### config.mk
export PLATFORM = sky130hd
export DESIGN_NAME = uart_rx_fifo
export DESIGN_NICKNAME = d
export VERILOG_FILES = /design/src/rtl/uart_rx_fifo.sv
export SDC_FILE = /design/constraint.sdc
export NUM_CORES = 1
export LEC_CHECK = 0
export BUFFER_PORTS_ARGS = -buffer_cell sky130_fd_sc_hd__buf_2
export CAP_MARGIN = 30
export CELL_PAD_IN_SITES_DETAIL_PLACEMENT = 1
export CELL_PAD_IN_SITES_GLOBAL_PLACEMENT = 1
export CORE_ASPECT_RATIO = 0.6
export CORE_MARGIN = 2
export CORE_UTILIZATION = 50
export CTS_CLUSTER_DIAMETER = 120
export DETAILED_ROUTE_END_ITERATION = 8
export PLACE_DENSITY = 0.77
export SKIP_CTS_REPAIR_TIMING = 1
export SLEW_MARGIN = 30
export SYNTH_ARGS = -nofsm -noshare
export SYNTH_HDL_FRONTEND = slang
export SYNTH_SLANG_ARGS = --single-unit
### constraint.sdc
create_clock -name i_Clock -period 3.5 [get_ports i_Clock]
set_clock_uncertainty 0.15 [all_clocks]
set_input_delay 0.7 -clock i_Clock [delete_from_list [all_inputs] [get_ports i_Clock]]
set_output_delay 0.7 -clock i_Clock [all_outputs]
set_load 0.02 [all_outputs]
### src/rtl/uart_rx_fifo.sv
// uart_rx_fifo: first-word-fall-through byte FIFO behind a UART receiver with fill level, sticky overflow and per-byte irq
module uart_rx_fifo #(
  parameter int DEPTH     = 16,
  parameter int ADDR_BITS = 4
) (
  input  logic                 i_Clock,
  input  logic                 reset,
  input  logic                 i_Rx_DV,
  input  logic [7:0]           i_Rx_Byte,
  input  logic                 i_Rd,
  input  logic                 i_Clr_Ovf,
  output logic [7:0]           o_Data,
  output logic                 o_Empty,
  output logic                 o_Full,
  output logic [ADDR_BITS:0]   o_Count,
  output logic                 o_Overflow,
  output logic                 o_Irq
);
  localparam logic [ADDR_BITS:0] FULL_CNT = (ADDR_BITS+1)'(DEPTH);
  logic [7:0]           mem [DEPTH];
  logic [ADDR_BITS-1:0] wr_ptr_q, wr_ptr_d, rd_ptr_q, rd_ptr_d;
  logic [ADDR_BITS:0]   count_q, count_d;
  logic                 ovf_q, ovf_d, irq_q, irq_d;
  logic                 wr_en, rd_en;
  assign o_Empty    = count_q == '0;
  assign o_Full     = count_q == FULL_CNT;
  assign o_Count    = count_q;
  assign o_Overflow = ovf_q;
  assign o_Irq      = irq_q;
  assign o_Data     = o_Empty ? 8'h00 : mem[rd_ptr_q];
  // a full FIFO still accepts a byte when the head is popped in the same cycle
  always_comb begin
    rd_en    = i_Rd & ~o_Empty;
    wr_en    = i_Rx_DV & (~o_Full | rd_en);
    wr_ptr_d = wr_en ? wr_ptr_q + 1'b1 : wr_ptr_q;
    rd_ptr_d = rd_en ? rd_ptr_q + 1'b1 : rd_ptr_q;
    count_d  = (wr_en & ~rd_en) ? count_q + 1'b1 :
               (rd_en & ~wr_en) ? count_q - 1'b1 : count_q;
    ovf_d    = (i_Rx_DV & o_Full & ~rd_en) | (ovf_q & ~i_Clr_Ovf);
    irq_d    = wr_en;
  end
  // pointer, level and flag state; reset discards all buffered bytes
  always_ff @(posedge i_Clock or posedge reset) begin
    if (reset) begin
      wr_ptr_q <= '0;
      rd_ptr_q <= '0;
      count_q  <= '0;
      ovf_q    <= 1'b0;
      irq_q    <= 1'b0;
    end else begin
      wr_ptr_q <= wr_ptr_d;
      rd_ptr_q <= rd_ptr_d;
      count_q  <= count_d;
      ovf_q    <= ovf_d;
      irq_q    <= irq_d;
    end
  end
  // byte storage, deliberately not reset
  always_ff @(posedge i_Clock) begin
    if (wr_en) mem[wr_ptr_q] <= i_Rx_Byte;
  end
endmodule

==> impl_metrics.py <==
metrics = {
    "status": {
        "status": "complete, no violations",
    },
    "drt": {
        "ant_nets": 0,
        "first_pass_iters": 4,
        "first_iter_violations": 152,
        "drt-met1-wl_um": 5950,
        "highest_layer": "met4",
        "dr_total_vias": 3000,
        "wl_met3_um": 561,
        "finalWirelength_um": 12300,
        "wl_per_cell_um": 23.1,
        "drcViolationCount": 0,
        "routed_via_density": 5.63,
        "wl_met2_um": 5650,
    },
    "timing": {
        "max_freq_mhz": 305,
        "fin_crit_ns": 3.28,
        "tightest_slew_ns": 0.724,
        "maxSlewHeadroom_pct": 51.7,
        "grt_setup_unrepaired": "no",
        "layout_setup_ws_ns": 0.220,
        "timing.final.hold_violations": 0,
        "min_period_over_period_pct": 93.7,
        "finalSetupTns_ns": 0,
        "setup_viol": 0,
        "maxSlewViolCount": 0,
    },
    "power": {
        "peakVddDrop_uv": 432,
        "total_leakage_power_nw": 2.47,
        "total_power_mw": 5.83,
        "power_density_nw_per_um2": 845,
    },
    "critical_path": {
        "crit_type": "reg -> reg",
        "slowest_delay_ns": 0.45,
        "end_kind": "flop",
        "path_cells": "nor4_2 > buf_4 > nand2b_1 > nand2_1 > ha_1 > inv_1 > fa_1 > a21o_1 > a2111oi_2 > a31oi_1 > a221o_1",
        "crit_family": "compound AO/OA/AOI/OAI gates",
        "path_buf_inv": 2,
        "slowest_stage": "dfrtp_1",
        "worst_ep_required_time_ns": 3.66,
        "start_kind": "flop",
        "crit_fanout": 6,
        "critPathArrivalTime_ns": 3.44,
    },
    "yosys": {
        "yosysUniqueCellTypes": 37,
        "yosys_warnings": 0,
        "ys_top_cells_by_area": "edfxtp_1 65%, mux4_1 8.0%, dfrtp_1 6.4%",
        "synthFlopType": "edfxtp_1",
        "syn-cell-area_um2": 5890,
        "ys_top_cells_by_count": "128 x edfxtp_1, 18 x mux4_1, 15 x dfrtp_1",
        "yosys.cell_count.top_type": "edfxtp_1",
        "yosys.area.top_type": "edfxtp_1",
        "synth_top_area_share_pct": 65.3,
        "synth-edff-count": 128,
        "postSynthAreaPerCell_um2": 19.5,
        "syn_nets": 325,
        "yosys_register_bits": 143,
        "ys_async_sr_fraction_pct": 10.5,
        "synthCells": 302,
        "ys_seq_area_share_pct": 71.7,
    },
    "flow_run": {
        "cap_violations": 0,
    },
    "placed_design": {
        "io_buffers": 29,
        "gp_congestion": 0.795,
        "place_inst": 500,
        "dpl_worst_slack_ns": 0.190,
        "place_hpwl_um": 8080,
    },
    "floorplan": {
        "dieWidth_um": 144,
        "die_y_um": 88.1,
        "start_util_pct": 51.8,
        "rows": 30,
        "core_area_um2": 11400,
        "dieArea_um2": 12700,
        "io_pins": 30,
    },
    "layout": {
        "syn2layout_area_growth_pct": 17.2,
        "final_nets": 382,
        "drive_gt1_share_pct": 30.4,
        "fin_cells": 533,
        "nFillCells": 1008,
    },
    "global_routing": {
        "grtUsageTotal_pct": 21.6,
        "grt_pass1_vias": 3239,
        "grt_overflow": 0,
        "grt_max_degree": 28,
        "grt_pass1_wl_um": 19100,
        "antenna_found_initial": 1,
    },
    "clock_network": {
        "clk_pin_slew_ns": 0.06,
        "cts_htree_levels": 4,
        "clock-sinks": 143,
        "cts_tree": "yes",
        "insertion_delay_ns": 0.42,
        "cts_buffer_depth": 2,
        "numCtsBuffers": 17,
        "cts_root_buffer": "clkbuf_16",
    },
    "worst_hold_path": {
        "min_path_type": "in -> async",
    },
}
==> flip-flops by register name, indices dropped and copies added (netlist names) <==
name,cells
mem,128
o_Count,5
o_Irq,1
o_Overflow,1
rd_ptr_q,4
wr_ptr_q,4
==> worst paths after layout <==
| path | cells past startpoint | endpoint | startpoint | slack (ns) |
|---|---|---|---|---|
| worst max-delay path | 11 | o_Count[4] | o_Count[0] | 0.22 |
| worst min-delay path | 2 | o_Count[4] | reset | 0.19 |
| worst max register to register | 11 | o_Count[4] | o_Count[0] | 0.22 |
| worst min register to register | 1 | o_Overflow | o_Overflow | 0.35 |
| max in group asynchronous | 2 | rd_ptr_q[0] | reset | 2.58 |
| min in group i_Clock | 1 | o_Overflow | o_Overflow | 0.35 |
==> routing by layer <==
layer / vias up / GRT usage (%)
met5: - / 0
met4: 0 / 8.11
met3: 13 / 5.96
met2: 61 / 32.6
met1: 1587 / 30.7
li1: 1339 / -
==> placed cells by master, fill, tap and decap left out, types with 2 or more instances in the layout <==
cell type / instances
a21o_1: 2
a21oi_1: 10
buf_2: 29
buf_4: 24
clkbuf_16: 17
clkinv_2: 4
clkinv_4: 2
clkinvlp_4: 4
dfrtp_1: 14
edfxtp_1: 128
ha_1: 9
inv_1: 8
inv_6: 2
mux2_2: 10
mux2i_1: 8
mux4_1: 18
mux4_2: 14
nand2_1: 9
nand2b_1: 3
nand3_1: 2
nor2_1: 13
nor3_1: 5
o21ai_0: 7
o21ai_1: 3
xnor2_1: 8
==> area by class of cell <==
type / count / area [µm²] / area share, %
multi-input cells: 135 / 1550 / 22.5
inverters: 8 / 30.0 / 0.435
flip-flops and latches: 143 / 4220 / 61.2
diodes: 1 / 2.50 / 0.0363
clock buffers: 18 / 429 / 6.22
repair buffers: 54 / 345 / 5.01
clock inverters: 14 / 119 / 1.72
well taps: 160 / 200 / 2.90
==> report_power, final <==
group | total, mW | leakage [nW] | internal (mW) | switching (mW)
registers | 2.27 | 1.34 | 2.10 | 0.173
logic | 1.89 | 0.873 | 0.853 | 1.04
clock network | 1.67 | 0.260 | 0.974 | 0.695
total | 5.83 | 2.47 | 3.92 | 1.91
==> per-stage QoR <==
stage                     hold WS (ns)  util, %  area [µm²]
after floorplan                  0.424        -        5890
after global routing             0.235     60.6        6900
after global placement           0.325     55.7        6330
after detailed placement         0.335     55.7        6330
after CTS                        0.207     60.5        6880
final                            0.193     60.6        6900
==> kinds of logic (layout without fill, tap and decap cells) <==
| family | after synthesis | count (layout) | share of synthesized area [%] |
|---|---|---|---|
| flip-flops | 143 | 143 | 71.7 |
| AND/OR/NAND/NOR | 37 | 37 | 2.85 |
| multiplexers | 50 | 50 | 16.7 |
| adder cells (fa/ha/maj) | 10 | 10 | 2.25 |
| AO/OA/AOI/OAI | 29 | 29 | 3.04 |
| buffers and inverters | 24 | 94 | 2.19 |
| other | 0 | 1 | 0 |
| XOR/XNOR | 9 | 9 | 1.34 |
==> worst reg2reg max path, stage by stage (launching register included) <==
cell,delay (ns)
dfrtp_1,0.45
nor4_2,0.33
buf_4,0.17
nand2b_1,0.07
nand2_1,0.14
ha_1,0.26
inv_1,0.16
fa_1,0.44
a21o_1,0.22
a2111oi_2,0.39
a31oi_1,0.08
a221o_1,0.32
Power figures use the tool's default switching activity.
